[src/rtl/joy_serial_scan_if.sv]
// Pad-chain bus for joy_serial_scan: serial pad lines plus the decoded button outputs.
// master = the scanner, slave = whoever drives the pad side and consumes the results.
interface joy_serial_scan_if #(
  parameter int PLAYERS = 2,
  parameter int BITS    = 12
);
  logic                      enable;
  logic                      joy_data;
  logic                      joy_clk;
  logic                      joy_load;
  logic [PLAYERS*BITS-1:0]   joystick;
  logic [PLAYERS-1:0]        present;
  logic                      frame_done;

  modport master (
    input  enable, joy_data,
    output joy_clk, joy_load, joystick, present, frame_done
  );

  modport slave (
    output enable, joy_data,
    input  joy_clk, joy_load, joystick, present, frame_done
  );
endinterface

[src/rtl/joy_serial_scan.sv]
// Serial pad-chain scanner: load strobe, shift PLAYERS*BITS bits, debounce whole frames,
// flag disconnected pads (raw field all zeros) and clear their buttons.
module joy_serial_scan #(
  parameter int PLAYERS  = 2,
  parameter int BITS     = 12,
  parameter int CLKDIV   = 24,
  parameter int DEBOUNCE = 2,
  parameter int INVERT   = 1
) (
  input logic               clk,
  input logic               reset_n,
  joy_serial_scan_if.master bus
);
  localparam int          N    = PLAYERS * BITS;
  localparam int          CW   = $clog2(CLKDIV);
  localparam int          IW   = $clog2(N);
  localparam logic [2:0]  SMAX = 3'(DEBOUNCE - 1);
  localparam logic        INV  = (INVERT != 0);

  typedef enum logic [2:0] {IDLE, LOAD, CLK_LO, CLK_HI, DONE} state_t;

  state_t          state;
  logic [CW-1:0]   cnt;
  logic [IW-1:0]   idx;
  logic [2:0]      stable;
  logic [1:0]      sync;
  logic [N-1:0]    shift, prev;
  logic            joy_clk_r, joy_load_r, frame_done_r;
  logic [PLAYERS-1:0] present_r;
  logic [N-1:0]    joystick_r;

  logic            tick, same;
  logic [2:0]      stable_nxt;
  logic [PLAYERS-1:0] present_nxt;
  logic [N-1:0]    masked, kept;

  assign tick       = (cnt == CW'(CLKDIV - 1));
  assign same       = (shift == prev);
  assign stable_nxt = !same ? 3'd0 : (stable >= SMAX) ? SMAX : stable + 3'd1;

  // Per-pad presence is judged on the raw line level, before inversion.
  for (genvar p = 0; p < PLAYERS; p++) begin : g_pl
    assign present_nxt[p]        = |(shift[p*BITS +: BITS] ^ {BITS{INV}});
    assign masked[p*BITS +: BITS] = present_nxt[p] ? shift[p*BITS +: BITS]      : '0;
    assign kept[p*BITS +: BITS]   = present_nxt[p] ? joystick_r[p*BITS +: BITS] : '0;
  end

  always_ff @(posedge clk or negedge reset_n)
    if (!reset_n) begin
      cnt  <= '0;
      sync <= '0;
    end else begin
      cnt  <= tick ? '0 : cnt + 1'b1;
      sync <= {sync[0], bus.joy_data};
    end

  always_ff @(posedge clk or negedge reset_n)
    if (!reset_n) begin
      state        <= IDLE;
      idx          <= '0;
      stable       <= '0;
      shift        <= '0;
      prev         <= '1;
      joy_clk_r    <= 1'b0;
      joy_load_r   <= 1'b0;
      frame_done_r <= 1'b0;
      present_r    <= '0;
      joystick_r   <= '0;
    end else begin
      case (state)
        IDLE: if (tick && bus.enable) begin
          state      <= LOAD;
          joy_load_r <= 1'b1;
          idx        <= '0;
        end
        LOAD: if (tick) begin
          state      <= CLK_LO;
          joy_load_r <= 1'b0;
          idx        <= '0;
        end
        CLK_LO: if (tick) begin
          shift[idx] <= sync[1] ^ INV;
          state      <= CLK_HI;
          joy_clk_r  <= 1'b1;
        end
        CLK_HI: if (tick) begin
          joy_clk_r <= 1'b0;
          if (idx == IW'(N - 1)) begin
            // Frame results are registered here so they are visible alongside frame_done.
            state        <= DONE;
            frame_done_r <= 1'b1;
            present_r    <= present_nxt;
            stable       <= stable_nxt;
            prev         <= shift;
            joystick_r   <= (stable_nxt >= SMAX) ? masked : kept;
          end else begin
            idx   <= idx + 1'b1;
            state <= CLK_LO;
          end
        end
        DONE: begin
          frame_done_r <= 1'b0;
          state        <= IDLE;
        end
        default: state <= IDLE;
      endcase
    end

  assign bus.joy_clk    = joy_clk_r;
  assign bus.joy_load   = joy_load_r;
  assign bus.frame_done = frame_done_r;
  assign bus.present    = present_r;
  assign bus.joystick   = joystick_r;
endmodule

[src/flat_wrapper.sv]
// flat-port wrapper written by rule: the top's interface ports become plain ports
module joy_serial_scan_flat 
#(
  parameter int PLAYERS  = 2,
  parameter int BITS     = 12,
  parameter int CLKDIV   = 24,
  parameter int DEBOUNCE = 2,
  parameter int INVERT   = 1
)
  (clk, reset_n, bus_enable, bus_joy_data, bus_joy_clk, bus_joy_load, bus_joystick, bus_present, bus_frame_done);
  joy_serial_scan_if #(.PLAYERS(PLAYERS), .BITS(BITS)) bus_i ();
  input logic clk;
  input logic reset_n;
  input wire logic [$bits(bus_i.enable)-1:0] bus_enable;
  input wire logic [$bits(bus_i.joy_data)-1:0] bus_joy_data;
  output wire logic [$bits(bus_i.joy_clk)-1:0] bus_joy_clk;
  output wire logic [$bits(bus_i.joy_load)-1:0] bus_joy_load;
  output wire logic [$bits(bus_i.joystick)-1:0] bus_joystick;
  output wire logic [$bits(bus_i.present)-1:0] bus_present;
  output wire logic [$bits(bus_i.frame_done)-1:0] bus_frame_done;
  assign bus_i.enable = bus_enable;
  assign bus_i.joy_data = bus_joy_data;
  assign bus_joy_clk = bus_i.joy_clk;
  assign bus_joy_load = bus_i.joy_load;
  assign bus_joystick = bus_i.joystick;
  assign bus_present = bus_i.present;
  assign bus_frame_done = bus_i.frame_done;
  joy_serial_scan #(.PLAYERS(PLAYERS), .BITS(BITS), .CLKDIV(CLKDIV), .DEBOUNCE(DEBOUNCE), .INVERT(INVERT)) u_core (.clk(clk), .reset_n(reset_n), .bus(bus_i));
endmodule
[config.mk]
export PLATFORM = sky130hd
export DESIGN_NAME = joy_serial_scan_flat
export DESIGN_NICKNAME = d
export VERILOG_FILES = /design/src/rtl/joy_serial_scan_if.sv /design/src/rtl/joy_serial_scan.sv /design/src/flat_wrapper.sv
export SDC_FILE = /design/constraint.sdc
export NUM_CORES = 1
export LEC_CHECK = 0
export BUFFER_PORTS_ARGS = -buffer_cell sky130_fd_sc_hd__buf_2
export CAP_MARGIN = 0
export CELL_PAD_IN_SITES_DETAIL_PLACEMENT = 1
export CELL_PAD_IN_SITES_GLOBAL_PLACEMENT = 2
export CORE_MARGIN = 2
export CORE_UTILIZATION = 38
export CTS_CLUSTER_DIAMETER = 120
export DETAILED_ROUTE_END_ITERATION = 16
export PLACE_DENSITY = 0.87
export SYNTH_ARGS = -nofsm -noshare
export SYNTH_HDL_FRONTEND = slang
export SYNTH_SLANG_ARGS = --single-unit
export TNS_END_PERCENT = 1
[constraint.sdc]
create_clock -name clk -period 2.15 [get_ports clk]
set_input_delay 0.1075 -clock clk [delete_from_list [all_inputs] [get_ports clk]]
set_output_delay 0.1075 -clock clk [all_outputs]
set_load 0.005 [all_outputs]
==> flow_summary.ini <==
[outcome]
status = finished clean

[timing]
holdWs_ns = 0.255
drv_slew = 0
worst_pin_slew_ns = 0.732
slew_headroom_pct = 51.2
skew_ns = 0.0105
fmaxAchievable_mhz = 480
hold_viol_final = 0
rsz0062_at_grt = yes
period_share_pct = 96.9
finalSetupViolCount = 0
layout_min_cycle_time_ns = 2.08

[setup_path]
critPathCaptureType = register
criticalPathCategory = reg -> reg
worst-path-buf-inv = 2
slowest_delay_ns = 0.54
worstPathRequired_ns = 2.42
critPathSlowestCell = dfstp_2
crit_path_start = u_core.prev[16]
r2r_start = u_core.prev[16]
critPathLaunchType = register
arrival_ns = 2.35
crit_fanout = 12
critPathTopFamily = simple AND/OR/NAND/NOR gates
path_cells = xor2_1 > nor4_2 > buf_4 > nand4_1 > nor4_4 > buf_6 > mux2i_1

[cts]
clock_sinks = 92
root_buffer = clkbuf_16
clk_pin_slew_ns = 0.07
clock_latency_ns = 0.35
cts_made_buffers = 9
cts_max_level = 3
cts_tree = built
postCtsSetupRepairBufs = 0
ctsLongestPathBuffers = 2

[yosys]
yosysUniqueCellTypes = 42
async_flop_share_pct = 100
synth_nets = 445
synth_enable_flop_cells = 0
ys_seq_area_share_pct = 53.8
syn_area_sq_um = 4340
ys.flop_type = dfrtp_1
syn_inst = 436
ys_ff_latch = 92
ys_warn_count = 0
syn_avg_cell_area_sq_um = 9.95

[power_and_ir_drop]
p_seq_share_pct = 47.6
p_per_area_nw_per_um2 = 714
comb_power_share_pct = 3.2
pwr-share-clk_pct = 49.2
intPower_w = 0.00293
ir_worst_vdd_mv = 0.347
p_sw_share_pct = 21.5
p_sw_w = 0.000800
p_leak_nw = 2.46

[place]
dp.cells = 621
gp_congestion = 0.760
place_hpwl_microns = 7670
portBuffers = 32

[global_routing]
grt_pass1_wl_microns = 18300
grt.total_usage_pct = 18.9
antenna_found_initial = 0
first_global_vias = 3538
grt_max_degree = 39
overflow = 0

[detailed_routing]
dr.first_iter.drc_count = 194
vias_per_cell = 5.19
first_pass_iters = 4
vias = 3316
drc_errors = 0
wl_per_cell_microns = 17.0
wl_microns = 10900
drtAntennaViolNets = 0

[layout]
syn2layout_area_growth_pct = 20.3
nNetsFinal = 500
drive_gt1_share_pct = 24.2
antenna_cells = 0
final_core_util_pct = 46.3
final_cell_count_no_fill = 639
fillers = 1275

[floorplan]
die_h_microns = 111
initial_core_util_pct = 38.5
core_area_sq_um = 11300
rows = 39
io_pins = 33
dieArea_sq_um = 12300
die_w_microns = 111

[job]
max-cap-violations = 0

[hold_path]
hold_start = bus_enable
holdCritPathClass = in -> reg
==> cells by family (layout without fill, tap and decap cells) <==
kind of cell	after synthesis	in the layout	synth area share (%)
flops	92	92	53.8
simple gates	207	207	22.4
buf+inv	28	88	3.66
mux	26	26	6.06
fa+ha+maj	5	5	1.44
xor+xnor	29	29	5.86
compound gates	49	49	6.84
==> cell usage after synthesis, types with 3 or more instances <==
cell type  number  area share [%]
a211oi_1        3            0.52
a21oi_1         8            0.92
a31oi_1        11             1.6
a41oi_1         4            0.81
buf_2           7            0.81
buf_6           5             1.3
clkbuf_1        9            0.78
dfrtp_1        68              39
dfstp_2        24              15
ha_1            5             1.4
inv_1           4            0.35
mux2i_1        24             5.5
nand2_1       141              12
nand3_1        18             2.1
nand4_1         9             1.3
nor2_1          9            0.78
nor3_1          3            0.35
nor3b_1         4            0.69
nor4_1          5            0.72
o21ai_0        18             2.1
xnor2_1        11             2.2
xor2_1         18             3.6
==> worst min-delay path, delay by kind of cell <==
family	cells	cell delay (ns)
mux	1	0.18
simple gates	2	0.19
buf+inv	1	0.10
==> placed cells by master, fill, tap and decap left out, types with 11 or more instances in the layout <==
master / count
xnor2_1: 11
mux2i_1: 24
buf_4: 30
dfrtp_1: 68
o21ai_0: 18
buf_2: 31
dfstp_2: 24
a31oi_1: 11
nand2_1: 141
xor2_1: 18
nand3_1: 18
==> final timing paths <==
| check | to | slack [ns] | cells past startpoint |
|---|---|---|---|
| max | u_core.bus.joystick[15] | 0.07 | 7 |
| min | u_core.bus.joy_load | 0.26 | 4 |
| max reg2reg | u_core.bus.joystick[15] | 0.07 | 7 |
| min reg2reg | u_core.sync[1] | 0.35 | 0 |
| max in group asynchronous | u_core.prev[16] | 1.12 | 3 |
| min in group asynchronous | u_core.bus.joystick[20] | 0.28 | 2 |
==> power groups by stage <==
stage	Sequential, W	Combinational [W]	Clock [W]
after detailed placement	0.00180	0.000117	0
after global placement	0.00180	0.000115	0
after CTS	0.00177	0.000122	0.00187
after floorplan	0.00179	0.0000538	0
final	0.00177	0.000120	0.00183
after global routing	0.00177	0.000136	0.00195
==> stage by stage <==
step	power (W)	worst slack, ns	instance area, sq um	TNS (ns)
after detailed placement	0.00192	-0.0280	4830	-0.250
after global placement	0.00192	0.0552	4830	0
after floorplan	0.00184	0.189	4340	0
final	0.00373	0.0676	5220	0
after CTS	0.00377	-0.00542	5190	-0.0120
after global routing	0.00386	-0.105	5220	-1.40
==> metal layers <==
| metal | GRT usage (%) | vias up | wire length [microns] |
|---|---|---|---|
| met5 | 0 | - | 0 |
| met4 | 8.42 | 0 | 234 |
| met3 | 2.79 | 14 | 272 |
| met2 | 31.1 | 46 | 5310 |
| met1 | 24.8 | 1674 | 5060 |
| li1 | - | 1582 | - |
==> state kept, by name, indices dropped and copies added, names as in the netlist <==
signal                 cells
u_core.bus.joystick       24
u_core.prev               24
u_core.shift              24
u_core.cnt                 5
u_core.idx                 5
u_core.state               3
u_core.bus.present         2
u_core.sync                2
u_core.bus.frame_done      1
u_core.bus.joy_clk         1
u_core.bus.joy_load        1
==> layout make-up <==
type | instances | area (sq um) | share of cell area, %
clock buffer | 10 | 229 | 4.39
clock inverter | 6 | 113 | 2.16
inverter | 5 | 18.8 | 0.360
multi-input combinational | 316 | 1880 | 36.1
sequential | 92 | 2330 | 44.7
tap | 143 | 179 | 3.43
timing repair buffer | 67 | 463 | 8.88
==> timing repair <==
action / 4_1_cts / 5_1_grt
hold buffers: 2 / 0
gates resized for setup: 1 / 4
endpoints found under the hold margin: 32 / 0
setup endpoints to repair: 24 / 24
Power figures use the tool's default switching activity.
